**config.mk**
```make
export PLATFORM = sky130hd
export DESIGN_NAME = noc_net_iface_flat
export DESIGN_NICKNAME = d
export VERILOG_FILES = /design/src/rtl/noc_net_iface_if.sv /design/src/rtl/noc_net_iface.sv /design/src/flat_wrapper.sv
export SDC_FILE = /design/constraint.sdc
export NUM_CORES = 1
export LEC_CHECK = 0
export ABC_AREA = 1
export CAP_MARGIN = 30
export CORE_MARGIN = 1.5
export CORE_UTILIZATION = 51
export CTS_CLUSTER_SIZE = 24
export DETAILED_ROUTE_END_ITERATION = 16
export GPL_TIMING_DRIVEN = 0
export PLACE_DENSITY = 0.79
export SLEW_MARGIN = 0
export SYNTH_ARGS = -nofsm -noshare
export SYNTH_HDL_FRONTEND = slang
export SYNTH_SLANG_ARGS = --single-unit
```
**constraint.sdc**
```tcl
create_clock -name clk -period 1.8 [get_ports clk]
set_input_delay 0.27 -clock clk [delete_from_list [all_inputs] [get_ports clk]]
set_output_delay 0.27 -clock clk [all_outputs]
set_load 0.005 [all_outputs]
```
**src/rtl/noc_net_iface_if.sv**
```systemverilog
// Bundle of the core-side and router-side handshake signals of the network
// interface. The slave modport is the view seen by noc_net_iface itself. The
// master modport is the view of the surrounding core/router environment.
interface noc_net_iface_if;
  // core -> NI injection path
  logic [15:0] tx_data_i;
  logic        tx_valid_i;
  logic        tx_ready_o;
  // NI -> core ejection path
  logic [15:0] rx_data_o;
  logic        rx_valid_o;
  logic        rx_ready_i;
  // NI -> router local input
  logic [15:0] net_data_o;
  logic        net_enable_o;
  logic        net_credit_i;
  // router local output -> NI
  logic [15:0] net_data_i;
  logic        net_valid_i;
  logic        net_credit_o;
  // sticky status
  logic        rx_ovf_o;
  logic        dest_err_o;

  modport slave (
    input  tx_data_i, tx_valid_i, rx_ready_i, net_credit_i, net_data_i, net_valid_i,
    output tx_ready_o, rx_data_o, rx_valid_o, net_data_o, net_enable_o,
           net_credit_o, rx_ovf_o, dest_err_o
  );

  modport master (
    output tx_data_i, tx_valid_i, rx_ready_i, net_credit_i, net_data_i, net_valid_i,
    input  tx_ready_o, rx_data_o, rx_valid_o, net_data_o, net_enable_o,
           net_credit_o, rx_ovf_o, dest_err_o
  );
endinterface

```
**src/rtl/noc_net_iface.sv**
```systemverilog
// NoC network interface: credit-based injection FIFO towards the router local
// input and a first-word-fall-through ejection FIFO towards the core, which
// returns one credit per flit the core consumes.
// Optional feature: define NI_DEST_CHECK_EN to flag received flits whose
// destination field [7:0] does not match {XCOORD, YCOORD}.
module noc_net_iface #(
  parameter int XCOORD   = 0,
  parameter int YCOORD   = 0,
  parameter int TX_DEPTH = 4,
  parameter int RX_DEPTH = 4,
  parameter int CREDITS  = 4
) (
  input logic            clk,
  input logic            rst,
  noc_net_iface_if.slave bus
);

  localparam int TX_AW = (TX_DEPTH > 1) ? $clog2(TX_DEPTH) : 1;
  localparam int RX_AW = (RX_DEPTH > 1) ? $clog2(RX_DEPTH) : 1;
  localparam logic [TX_AW:0] TX_FULL_CNT = (TX_AW+1)'(TX_DEPTH);
  localparam logic [RX_AW:0] RX_FULL_CNT = (RX_AW+1)'(RX_DEPTH);
  localparam logic [3:0]     CREDIT_MAX  = 4'(CREDITS);

  // ---------------------------------------------------------------------
  // Storage and state
  // ---------------------------------------------------------------------
  logic [15:0]      tx_mem [TX_DEPTH];
  logic [TX_AW-1:0] tx_wr_ptr_reg, tx_rd_ptr_reg;
  logic [TX_AW:0]   tx_count_reg, tx_count_next;

  logic [15:0]      rx_mem [RX_DEPTH];
  logic [RX_AW-1:0] rx_wr_ptr_reg, rx_rd_ptr_reg;
  logic [RX_AW:0]   rx_count_reg, rx_count_next;

  logic [3:0]       credit_reg, credit_next;
  logic [15:0]      net_data_reg;
  logic             net_enable_reg;
  logic             net_credit_reg;
  logic             rx_ovf_reg;

  // ---------------------------------------------------------------------
  // Injection side control
  // ---------------------------------------------------------------------
  logic        tx_full, tx_empty, tx_push, tx_write, tx_pop;
  logic        credit_ok, credit_inc, send, bypass;
  logic [15:0] send_data;

  assign tx_full  = (tx_count_reg == TX_FULL_CNT);
  assign tx_empty = (tx_count_reg == '0);
  assign tx_push  = bus.tx_valid_i && !tx_full;

  // A credit arriving this cycle is usable immediately, so a stalled head
  // leaves on the cycle right after the router frees a slot.
  assign credit_ok  = (credit_reg != 4'd0) || bus.net_credit_i;
  assign credit_inc = bus.net_credit_i && (credit_reg != CREDIT_MAX);
  assign send       = credit_ok && (!tx_empty || tx_push);

  // An empty FIFO forwards the incoming core flit straight to the output
  // register, giving one cycle from acceptance to net_enable_o.
  assign bypass    = send && tx_empty;
  assign tx_write  = tx_push && !bypass;
  assign tx_pop    = send && !tx_empty;
  assign send_data = tx_empty ? bus.tx_data_i : tx_mem[tx_rd_ptr_reg];

  // ---------------------------------------------------------------------
  // Ejection side control
  // ---------------------------------------------------------------------
  logic rx_full, rx_empty, rx_push, rx_pop, rx_drop;

  assign rx_full  = (rx_count_reg == RX_FULL_CNT);
  assign rx_empty = (rx_count_reg == '0);
  assign rx_pop   = !rx_empty && bus.rx_ready_i;
  // A full FIFO still takes the flit when the head leaves in the same cycle.
  assign rx_push  = bus.net_valid_i && (!rx_full || rx_pop);
  assign rx_drop  = bus.net_valid_i && !rx_push;

  // Next-state for occupancy counters and the credit counter.
  always_comb begin
    tx_count_next = tx_count_reg;
    rx_count_next = rx_count_reg;
    credit_next   = credit_reg;

    case ({tx_write, tx_pop})
      2'b10:   tx_count_next = tx_count_reg + (TX_AW+1)'(1);
      2'b01:   tx_count_next = tx_count_reg - (TX_AW+1)'(1);
      default: tx_count_next = tx_count_reg;
    endcase

    case ({rx_push, rx_pop})
      2'b10:   rx_count_next = rx_count_reg + (RX_AW+1)'(1);
      2'b01:   rx_count_next = rx_count_reg - (RX_AW+1)'(1);
      default: rx_count_next = rx_count_reg;
    endcase

    // Send plus returning credit cancels out; a credit at full count is ignored.
    if (send && !bus.net_credit_i) begin
      credit_next = credit_reg - 4'd1;
    end else if (!send && credit_inc) begin
      credit_next = credit_reg + 4'd1;
    end
  end

  // Control registers: pointers, counters, output strobes and sticky flags.
  always_ff @(posedge clk) begin
    if (rst) begin
      tx_wr_ptr_reg  <= '0;
      tx_rd_ptr_reg  <= '0;
      tx_count_reg   <= '0;
      rx_wr_ptr_reg  <= '0;
      rx_rd_ptr_reg  <= '0;
      rx_count_reg   <= '0;
      credit_reg     <= CREDIT_MAX;
      net_data_reg   <= '0;
      net_enable_reg <= 1'b0;
      net_credit_reg <= 1'b0;
      rx_ovf_reg     <= 1'b0;
    end else begin
      if (tx_write) tx_wr_ptr_reg <= tx_wr_ptr_reg + TX_AW'(1);
      if (tx_pop)   tx_rd_ptr_reg <= tx_rd_ptr_reg + TX_AW'(1);
      if (rx_push)  rx_wr_ptr_reg <= rx_wr_ptr_reg + RX_AW'(1);
      if (rx_pop)   rx_rd_ptr_reg <= rx_rd_ptr_reg + RX_AW'(1);
      tx_count_reg   <= tx_count_next;
      rx_count_reg   <= rx_count_next;
      credit_reg     <= credit_next;
      net_enable_reg <= send;
      if (send) net_data_reg <= send_data;
      net_credit_reg <= rx_pop;
      if (rx_drop) rx_ovf_reg <= 1'b1;
    end
  end

  // Injection FIFO storage write port.
  always_ff @(posedge clk) begin
    if (tx_write) tx_mem[tx_wr_ptr_reg] <= bus.tx_data_i;
  end

  // Ejection FIFO storage write port.
  always_ff @(posedge clk) begin
    if (rx_push) rx_mem[rx_wr_ptr_reg] <= bus.net_data_i;
  end

  // ---------------------------------------------------------------------
  // Destination check
  // ---------------------------------------------------------------------
`ifdef NI_DEST_CHECK_EN
  logic dest_err_reg;
  logic dest_mismatch;

  assign dest_mismatch = (bus.net_data_i[7:4] != 4'(XCOORD)) ||
                         (bus.net_data_i[3:0] != 4'(YCOORD));

  // Sticky flag: set by any written flit addressed to another node.
  always_ff @(posedge clk) begin
    if (rst) begin
      dest_err_reg <= 1'b0;
    end else if (rx_push && dest_mismatch) begin
      dest_err_reg <= 1'b1;
    end
  end

  assign bus.dest_err_o = !rst && dest_err_reg;
`else
  // Coordinates have no consumer without the check; keep them referenced.
  logic [7:0] unused_node_id;
  assign unused_node_id = {4'(XCOORD), 4'(YCOORD)};
  assign bus.dest_err_o = 1'b0;
`endif

  // ---------------------------------------------------------------------
  // Outputs: all forced low while reset is held.
  // ---------------------------------------------------------------------
  assign bus.tx_ready_o   = !rst && !tx_full;
  assign bus.rx_valid_o   = !rst && !rx_empty;
  assign bus.rx_data_o    = rst ? 16'h0000 : rx_mem[rx_rd_ptr_reg];
  assign bus.net_data_o   = rst ? 16'h0000 : net_data_reg;
  assign bus.net_enable_o = !rst && net_enable_reg;
  assign bus.net_credit_o = !rst && net_credit_reg;
  assign bus.rx_ovf_o     = !rst && rx_ovf_reg;

endmodule

```
**src/flat_wrapper.sv**
```systemverilog
// flat-port wrapper written by rule: the top's interface ports become plain ports
module noc_net_iface_flat 
#(
  parameter int XCOORD   = 0,
  parameter int YCOORD   = 0,
  parameter int TX_DEPTH = 4,
  parameter int RX_DEPTH = 4,
  parameter int CREDITS  = 4
)
  (clk, rst, bus_tx_data_i, bus_tx_valid_i, bus_rx_ready_i, bus_net_credit_i, bus_net_data_i, bus_net_valid_i, bus_tx_ready_o, bus_rx_data_o, bus_rx_valid_o, bus_net_data_o, bus_net_enable_o, bus_net_credit_o, bus_rx_ovf_o, bus_dest_err_o);
  noc_net_iface_if bus_i ();
  input logic clk;
  input logic rst;
  input wire logic [$bits(bus_i.tx_data_i)-1:0] bus_tx_data_i;
  input wire logic [$bits(bus_i.tx_valid_i)-1:0] bus_tx_valid_i;
  input wire logic [$bits(bus_i.rx_ready_i)-1:0] bus_rx_ready_i;
  input wire logic [$bits(bus_i.net_credit_i)-1:0] bus_net_credit_i;
  input wire logic [$bits(bus_i.net_data_i)-1:0] bus_net_data_i;
  input wire logic [$bits(bus_i.net_valid_i)-1:0] bus_net_valid_i;
  output wire logic [$bits(bus_i.tx_ready_o)-1:0] bus_tx_ready_o;
  output wire logic [$bits(bus_i.rx_data_o)-1:0] bus_rx_data_o;
  output wire logic [$bits(bus_i.rx_valid_o)-1:0] bus_rx_valid_o;
  output wire logic [$bits(bus_i.net_data_o)-1:0] bus_net_data_o;
  output wire logic [$bits(bus_i.net_enable_o)-1:0] bus_net_enable_o;
  output wire logic [$bits(bus_i.net_credit_o)-1:0] bus_net_credit_o;
  output wire logic [$bits(bus_i.rx_ovf_o)-1:0] bus_rx_ovf_o;
  output wire logic [$bits(bus_i.dest_err_o)-1:0] bus_dest_err_o;
  assign bus_i.tx_data_i = bus_tx_data_i;
  assign bus_i.tx_valid_i = bus_tx_valid_i;
  assign bus_i.rx_ready_i = bus_rx_ready_i;
  assign bus_i.net_credit_i = bus_net_credit_i;
  assign bus_i.net_data_i = bus_net_data_i;
  assign bus_i.net_valid_i = bus_net_valid_i;
  assign bus_tx_ready_o = bus_i.tx_ready_o;
  assign bus_rx_data_o = bus_i.rx_data_o;
  assign bus_rx_valid_o = bus_i.rx_valid_o;
  assign bus_net_data_o = bus_i.net_data_o;
  assign bus_net_enable_o = bus_i.net_enable_o;
  assign bus_net_credit_o = bus_i.net_credit_o;
  assign bus_rx_ovf_o = bus_i.rx_ovf_o;
  assign bus_dest_err_o = bus_i.dest_err_o;
  noc_net_iface #(.XCOORD(XCOORD), .YCOORD(YCOORD), .TX_DEPTH(TX_DEPTH), .RX_DEPTH(RX_DEPTH), .CREDITS(CREDITS)) u_core (.clk(clk), .rst(rst), .bus(bus_i));
endmodule
```
# == Word-level counts from Yosys, hierarchy flattened ==
# Memory sizes are Yosys's and may differ from the RTL's. A register that Yosys moved wholly into a read port is not among the register bits.
# Index checks and enable logic that the tools add are counted.
# op_classes
eq_ne,7
add_sub_neg,10
muxes,15
n_reduce_logical,34
# op_table
cell,count
$mux W16,3
$logic_and A1 B1 Y1,16
$pmux W3 S2,2
$logic_not A1 Y1,9
$add A2 B1 Y2 const B,4
$mux W2,4
$mux W4,2
$add A3 B1 Y3 const B,2
$eq A3 B3 Y1 const B,2
$logic_not A3 Y1,2
$reduce_bool A2 Y1,3
$sub A3 B1 Y3 const B,2
$add A4 B1 Y4 const B,1
$eq A2 B1 Y1 const B,2
$eq A2 B2 Y1 const B,2
$mux W1,4
$ne A4 B3 Y1 const B,1
$reduce_bool A4 Y1,1
$sub A4 B1 Y4 const B,1
$logic_or A1 B1 Y1,3
# totals
memories,2
reg_bits,37
out_inout_bits,38
ramBits,128
# memory_table
name,words,width,rd,rd_ports_with_merged_regs,wr,line_no,rtl
u_core.rx_mem,4,16,1,1,1,noc_net_iface.sv:31,logic [15:0] rx_mem [RX_DEPTH];
u_core.tx_mem,4,16,1,1,1,noc_net_iface.sv:27,logic [15:0] tx_mem [TX_DEPTH];

# == Logic depth before layout (Yosys ltp) ==
# Gate-level depths: netlist of the first run.
# depth
ltp_word,10
ltp_mapped,13
mapped_depth_nobuf,13

# == Worst setup path before layout of the first run ==
# No wires, ideal clock.
# synth_timing
path_type,register -> register
from,register u_core.credit_reg[2]
to,register u_core.tx_count_reg[2]
stages_incl_launch_ff,12
path_slack_ns,-0.172
n_path_buf,0
t_arrival_ns,1.850
period_less_slack_ns,1.972
setup_ns,0.122
cell_sequence,dfxtp_1 -> nor2_2 -> nand3_2 -> nand2_4 -> o21ai_4 -> ha_1 -> inv_1 -> fa_1 -> a21oi_1 -> o21ai_0 -> o21ai_0 -> a21oi_1
# synth_via
elab_chain_len,8
# synth_rtl
element,line_no,rtl
from (decl),noc_net_iface.sv:35,"logic [3:0] credit_reg, credit_next;"
from (signal assigned),noc_net_iface.sv:124,credit_reg <= credit_next;
$reduce_bool A4 Y1 (*),noc_net_iface.sv:54,assign credit_ok = (credit_reg != 4'd0) || bus.net_credit_i;
$logic_or A1 B1 Y1 (*),noc_net_iface.sv:54,
$logic_and A1 B1 Y1 (*),noc_net_iface.sv:56,assign send = credit_ok && (!tx_empty || tx_push);
$logic_and A1 B1 Y1,noc_net_iface.sv:60,assign bypass = send && tx_empty;
$logic_not A1 Y1,noc_net_iface.sv:61,assign tx_write = tx_push && !bypass;
$logic_and A1 B1 Y1,noc_net_iface.sv:61,
$eq A2 B1 Y1 or $eq A2 B2 Y1 (tied branches),noc_net_iface.sv:83,"case ({tx_write, tx_pop})"
$pmux W3 S2 or $reduce_bool A2 Y1 (tied branches),--,
to (signal assigned),noc_net_iface.sv:122,tx_count_reg <= tx_count_next;
to (decl),noc_net_iface.sv:29,"logic [TX_AW:0] tx_count_reg, tx_count_next;"
# Mark *: on every way between the ends. The rest lies on a longest branch, timed or not.
# A chain may end at the register's enable or synchronous reset.

==> results of run 1 <==
## worst reg2reg max path, delay by kind of cell (launching register included)
family          cells  cell delay [ns]
flops               1             0.38
fa+ha+maj           2             0.56
compound gates      5             0.62
buf+inv             1             0.04
simple gates        3             0.24
## timing repair
item / 4_1_cts / 5_1_grt
gates resized for setup: 161 / 59
pin swaps: 38 / 40
cloned: 1 / 0
endpoints found under the setup margin: 134 / 62
setup buffers: 25 / 13
## Yosys cell counts (2+ instances only)
cell type  number
ha_1           11
nand2_1        34
mux2i_1         9
inv_2           5
o21bai_1        6
nor2_4          2
nor2_1        131
edfxtp_1      128
clkinv_1        2
nand3_1         9
o21ai_0        68
nand3_2         4
a21oi_1        40
o221ai_1        6
o22ai_1        10
fa_1            2
buf_2          15
buf_1           2
inv_1          55
dfxtp_1        41
buf_4           2
nand2_2         3
o21ai_1        32
clkbuf_1       11
nor2_2          2
## metal layers
layer	vias up	GRT usage, %	part of all wire [%]
met1	2661	28.9	38
met4	0	10.7	2.1
li1	2449	-	-
met2	301	44.0	53
met3	39	5.32	7.2
met5	-	0	0
## where the power goes
group	leakage (µW)	switching (µW)	internal [µW]
clock network	0.000314	1540	2290
registers	0.00151	359	4950
logic	0.00160	3250	2280
## worst max-delay path by stage
| stage | startpoint | endpoint | slack (ns) | cells after the start |
|---|---|---|---|---|
| floorplan | u_core.credit_reg[1] | u_core.tx_mem[0][0] | -0.13 | 5 |
| global placement | bus_net_credit_i | u_core.tx_mem[1][6] | -1.09 | 6 |
| detailed placement | bus_net_credit_i | u_core.tx_count_reg[2] | -0.77 | 12 |
| CTS | u_core.tx_count_reg[1] | u_core.tx_count_reg[1] | -0.15 | 9 |
| global route | u_core.tx_count_reg[1] | u_core.credit_reg[2] | -0.24 | 14 |
| finish | flip-flop | bus_rx_data_o[0] | -0.16 | 6 |
## per-stage QoR
stage               TNS (ns)  hold WS [ns]  area [µm²]
floorplan              -8.56         0.369        7000
CTS                    -1.50         0.271        9050
finish                 -1.92         0.301        9300
global route           -5.44         0.319        9300
detailed placement    -59.47         0.467        8010
global placement     -124.29         0.451        7950
## logic make-up after synthesis
| group | after synthesis | share of synthesized area, % |
|---|---|---|
| AND/OR/NAND/NOR | 187 | 11.1 |
| flip-flops | 169 | 67.0 |
| AO/OA/AOI/OAI | 163 | 12.6 |
| buffers and inverters | 92 | 5.34 |
| adder cells (fa/ha/maj) | 13 | 2.55 |
| multiplexers | 9 | 1.29 |
| other | 1 | 0.0539 |
## layout make-up
type                            instances  area [µm²]  share of cell area, %
Buffer                                 29         229                   2.46
Timing Repair Buffer                  115        1050                   11.3
Clock inverter                          9        95.1                   1.02
Tap cell                              176         220                   2.37
Inverter                               62         243                   2.61
Clock buffer                           23         542                   5.83
Sequential cell                       169        4690                   50.5
Multi-Input combinational cell        373        2220                   23.9
==> impl_metrics.yaml, run 1 <==
synth:
  synth_edf_count: 128
  synth-warning-count: 0
  syn_area_per_cell_um2: 11.0
  synth_seq_cells: 169
  yosysTopAreaCellShare_pct: 55.2
  synth_top_area_cell: "edfxtp_1"
  ys_top_cells_by_area: "edfxtp_1 55%, dfxtp_1 12%, nor2_1 7.1%, o21ai_0 4.9%, inv_1 3.0%"
  synth_cell_types: 29
  syn_nets: 685
  syn_area_um2: 6960
  ys_seq_area_share_pct: 67.0
  synth_cells: 634
  synth-async-reset-ratio_pct: 0
  yosys_most_used_dff: "edfxtp_1"
cts:
  numCtsBuffers: 17
  path_clk_slew_ns: 0.08
  max-clock-path-buffers: 2
  clock-root-buffer: "clkbuf_16"
  cts_tree: "yes"
  clkSinkCount: 169
  clk_latency_ns: 0.43
  cts_max_level: 4
  cts.hold.buffers_added: 0
cells_and_area:
  drive_gt1_share_pct: 25.9
  syn_to_final_growth_pct: 33.6
  nNetsFinal: 818
  diodes: 0
  final_cells: 956
  fill_cells: 866
  final_common_cell: "edfxtp_1"
  mostFrequentLayoutCells: "128 x edfxtp_1, 98 x nor2_1, 56 x o21ai_1"
  final_util_pct: 69.9
floorplan:
  core_um2: 13300
  rows: 42
  die_h_um: 120
  io-pin-count: 76
  dieWidth_um: 120
  initial_core_util_pct: 52.4
  dieArea_um2: 14400
placed_design:
  place_inst: 887
  gp_congestion: 0.786
  port_buffers: 73
  dp_slack_ns: -0.768
  dpl.hpwl_um: 10500
worst_setup_path:
  worstPathBufferInverterCount: 3
  reg2reg_to: "u_core.tx_count_reg[2]"
  required_ns: 1.53
  worstSetupPathType: "flip-flop to output port"
  cp_top_family: "buffers and inverters"
  cp-end-kind: "output port"
  cp-start-kind: "flip-flop"
  cp_slowest_stage_delay_ns: 0.32
  worstPathMaxFanout: 6
  r2r_cells: 11
  reg2reg_from: "u_core.credit_reg[3]"
  slowest_stage: "dfxtp_2"
  r2r_setup_slack_ns: -0.15
  cp.arrival_ns: 1.69
  path_cells: "buf_6, buf_4, nor2_1, o21ai_0, a21oi_2, buf_2"
sta:
  fin_crit_ns: 1.96
  skew_ns: 0.0143
  setup_violations: 27
  hold_viol_final: 0
  fin_ws_ns: -0.160
  drv_slew: 0
  rsz0062_at_grt: "true"
  fin_crit_sh_pct: 109
  tightest_slew_ns: 0.559
  slew_headroom_pct: 62.7
  clock.fmax_ghz: 0.510
global_routing:
  grt_max_degree: 17
  grt_pass1_wl_um: 27000
  antenna_found_initial: 1
  grt_pass1_vias: 5493
  grt.overflow.total: 0
  track_usage_pct: 24.7
routing:
  wirelength_um: 18300
  viasPerCell: 5.70
  num_vias: 5450
  initialDrtViolationCount: 526
  drcViolationCount: 0
  wl_per_cell_um: 19.1
  final_antenna_net_count: 0
  drtPass1Iterations: 5
job:
  drv_cap: 0
power_and_ir_drop:
  power.total_uw: 14700
  ir_drop_v: 0.000964
  p_leak_uw: 0.00343
  powerDensity_nw_per_um2: 1580
run_status:
  status: "complete, but fails checks"
  failed_checks: "setup timing"
min_path:
  hold_depth: 4
  hold_end: "u_core.net_data_reg[1]"
  worstHoldPathType: "primary input to flip-flop"
  hp-start: "rst"
Power figures use the tool's default switching activity.
==> run 2: changes to the inputs <==
--- a/config.mk
+++ b/config.mk
@@ -9,6 +9,7 @@
 export CAP_MARGIN = 30
 export CORE_MARGIN = 1.5
 export CORE_UTILIZATION = 51
+export CTS_CLUSTER_DIAMETER = 150
 export CTS_CLUSTER_SIZE = 24
 export DETAILED_ROUTE_END_ITERATION = 16
 export GPL_TIMING_DRIVEN = 0
==> results of run 2 <==
The final DEF is identical to that of run 1; final timing and power are the same.
==> run 3: changes to the inputs <==
--- a/config.mk
+++ b/config.mk
@@ -7,14 +7,17 @@
 export LEC_CHECK = 0
 export ABC_AREA = 1
 export CAP_MARGIN = 30
+export CELL_PAD_IN_SITES_DETAIL_PLACEMENT = 1
+export CELL_PAD_IN_SITES_GLOBAL_PLACEMENT = 2
 export CORE_MARGIN = 1.5
-export CORE_UTILIZATION = 51
+export CORE_UTILIZATION = 33
 export CTS_CLUSTER_DIAMETER = 150
 export CTS_CLUSTER_SIZE = 24
 export DETAILED_ROUTE_END_ITERATION = 16
 export GPL_TIMING_DRIVEN = 0
-export PLACE_DENSITY = 0.79
+export PLACE_DENSITY = 0.78
 export SLEW_MARGIN = 0
 export SYNTH_ARGS = -nofsm -noshare
 export SYNTH_HDL_FRONTEND = slang
 export SYNTH_SLANG_ARGS = --single-unit
+export TNS_END_PERCENT = 50
==> run 3 against run 2 <==
Critical path type unchanged. Total power fell by 1.8%. Via count shrank 5.7%. The run still ends with setup timing left. Highest routed layer unchanged. Non-clock buffer count decreased by 1. First-iteration DRC count decreased by 56%. Design area increased by 0.81%. Routed wire length is 2.6% higher. Critical endpoint is now bus_rx_data_o[10]. Largest cell class unchanged. Register-to-register slack improved by 0.08 ns. Critical path depth up 2.
==> impl_metrics.yaml, run 3 (synthesis gave the netlist of run 1 again) <==
run_status:
  status: "complete, but fails checks"
  failed_checks: "setup timing"
floorplan:
  core_um2: 20400
  initial_core_util_pct: 34.1
  rows: 52
  dieWidth_um: 148
  die_h_um: 148
  io-pin-count: 76
  dieArea_um2: 22000
power_and_ir_drop:
  powerDensity_nw_per_um2: 1540
  power.total_uw: 14400
  ir_drop_v: 0.000719
  p_leak_uw: 0.00343
placed_design:
  gp_congestion: 0.726
  dpl_cell_area_um2: 8160
  dp_slack_ns: -0.857
  port_buffers: 73
  dpl.hpwl_um: 12200
cts:
  clk_latency_ns: 0.42
  path_clk_slew_ns: 0.06
  cts_tree: "yes"
  clock-root-buffer: "clkbuf_16"
  cts_max_level: 4
  max-clock-path-buffers: 2
  numCtsBuffers: 17
  clkSinkCount: 169
  cts.hold.buffers_added: 0
cells_and_area:
  fill_cells: 2207
  final_area_um2: 9370
  final_common_cell: "edfxtp_1"
  syn_to_final_growth_pct: 34.6
  mostFrequentLayoutCells: "128 x edfxtp_1, 102 x nor2_1, 57 x o21ai_1"
  ff_latch_area_um2: 4690
  diodes: 0
  multi_input_area_um2: 2200
  drive_gt1_share_pct: 25.2
  nNetsFinal: 817
job:
  drv_cap: 0
global_routing:
  antenna_found_initial: 0
  track_usage_pct: 17.6
  grt_pass1_vias: 5637
  grt_max_degree: 17
  grt.overflow.total: 0
  grt_pass1_wl_um: 29200
sta:
  setup_violations: 35
  fin_crit_ns: 1.96
  clock.fmax_ghz: 0.512
  slew_headroom_pct: 58.8
  skew_ns: 0.00904
  drv_slew: 0
  hold_ws_ns: 0.299
  fin_ws_ns: -0.155
  fin_crit_sh_pct: 109
  tns_ns: -2.18
  rsz0062_at_grt: "true"
  hold_viol_final: 0
  tightest_slew_ns: 0.618
routing:
  viasPerCell: 4.90
  initialDrtViolationCount: 233
  final_antenna_net_count: 0
  num_vias: 5140
  drtPass1Iterations: 4
  drcViolationCount: 0
  wl_per_cell_um: 17.9
  wirelength_um: 18700
worst_setup_path:
  cp_slowest_stage_delay_ns: 0.35
  worstPathMaxFanout: 8
  path_cells: "buf_12, buf_8, buf_12, nor2_2, nor2_1, o21ai_1, a21oi_2, buf_2"
  cp-start-kind: "flip-flop"
  cp-end-kind: "output port"
  slowest_stage: "dfxtp_2"
  required_ns: 1.53
  cp.arrival_ns: 1.69
  worstSetupPathType: "flip-flop to output port"
  worst_path_most_repeated_cell: "buf_12"
min_path:
  worstHoldPathType: "primary input to flip-flop"
## run 3: stage by stage
step           std cells  utilization (%)
2_1_floorplan        634                -
4_1_cts             1039             45.0
5_1_grt             1049             45.9
3_3_place_gp         977             39.4
6_report            1049             45.9
3_5_place_dp         983             39.9
## run 3: power breakdown
part | internal (µW) | switching, µW
sequential | 4940 | 306
combinational | 2310 | 3190
clock | 2080 | 1580
total | 9330 | 5070
## run 3: per-layer routing
metal,vias up,GRT usage [%],wire length (µm)
li1,2446,-,-
met1,2580,20.2,7820
met2,98,33.0,10000
met3,16,3.53,745
met4,0,4.70,137
met5,-,0,0
## run 3: repair_timing
action	in CTS	in global routing
buffers inserted	22	10
gates cloned	2	0
pin swaps	31	31
setup endpoints to repair	132	47
gates resized for setup	167	42
## run 3: final cells by class
class                   instances  area share [%]
clock inverters                14            1.70
inverters                      62            2.51
multi-input cells             373            23.5
well taps                     270            3.60
flip-flops and latches        169            50.0
clock buffers                  18            4.58
plain buffers                  30            2.87
repair buffers                113            11.2
## run 3: critical path: cells and delay by family, from the launching register on
kind	cells	cell delay, ns
buffers and inverters	4	0.52
AO/OA/AOI/OAI	2	0.27
AND/OR/NAND/NOR	2	0.12
flip-flops	1	0.35
## run 3: path summary, 6_finish.rpt
path                                               from                       to  slack, ns  depth (start not counted)
worst min register to register  u_core.tx_rd_ptr_reg[1]  u_core.tx_rd_ptr_reg[1]       0.47                          2
worst max-delay path                          flip-flop        bus_rx_data_o[10]      -0.16                          8
worst min-delay path                                rst  u_core.net_data_reg[15]       0.30                          4
worst max register to register   u_core.tx_count_reg[0]     u_core.tx_mem[3][15]      -0.07                          8
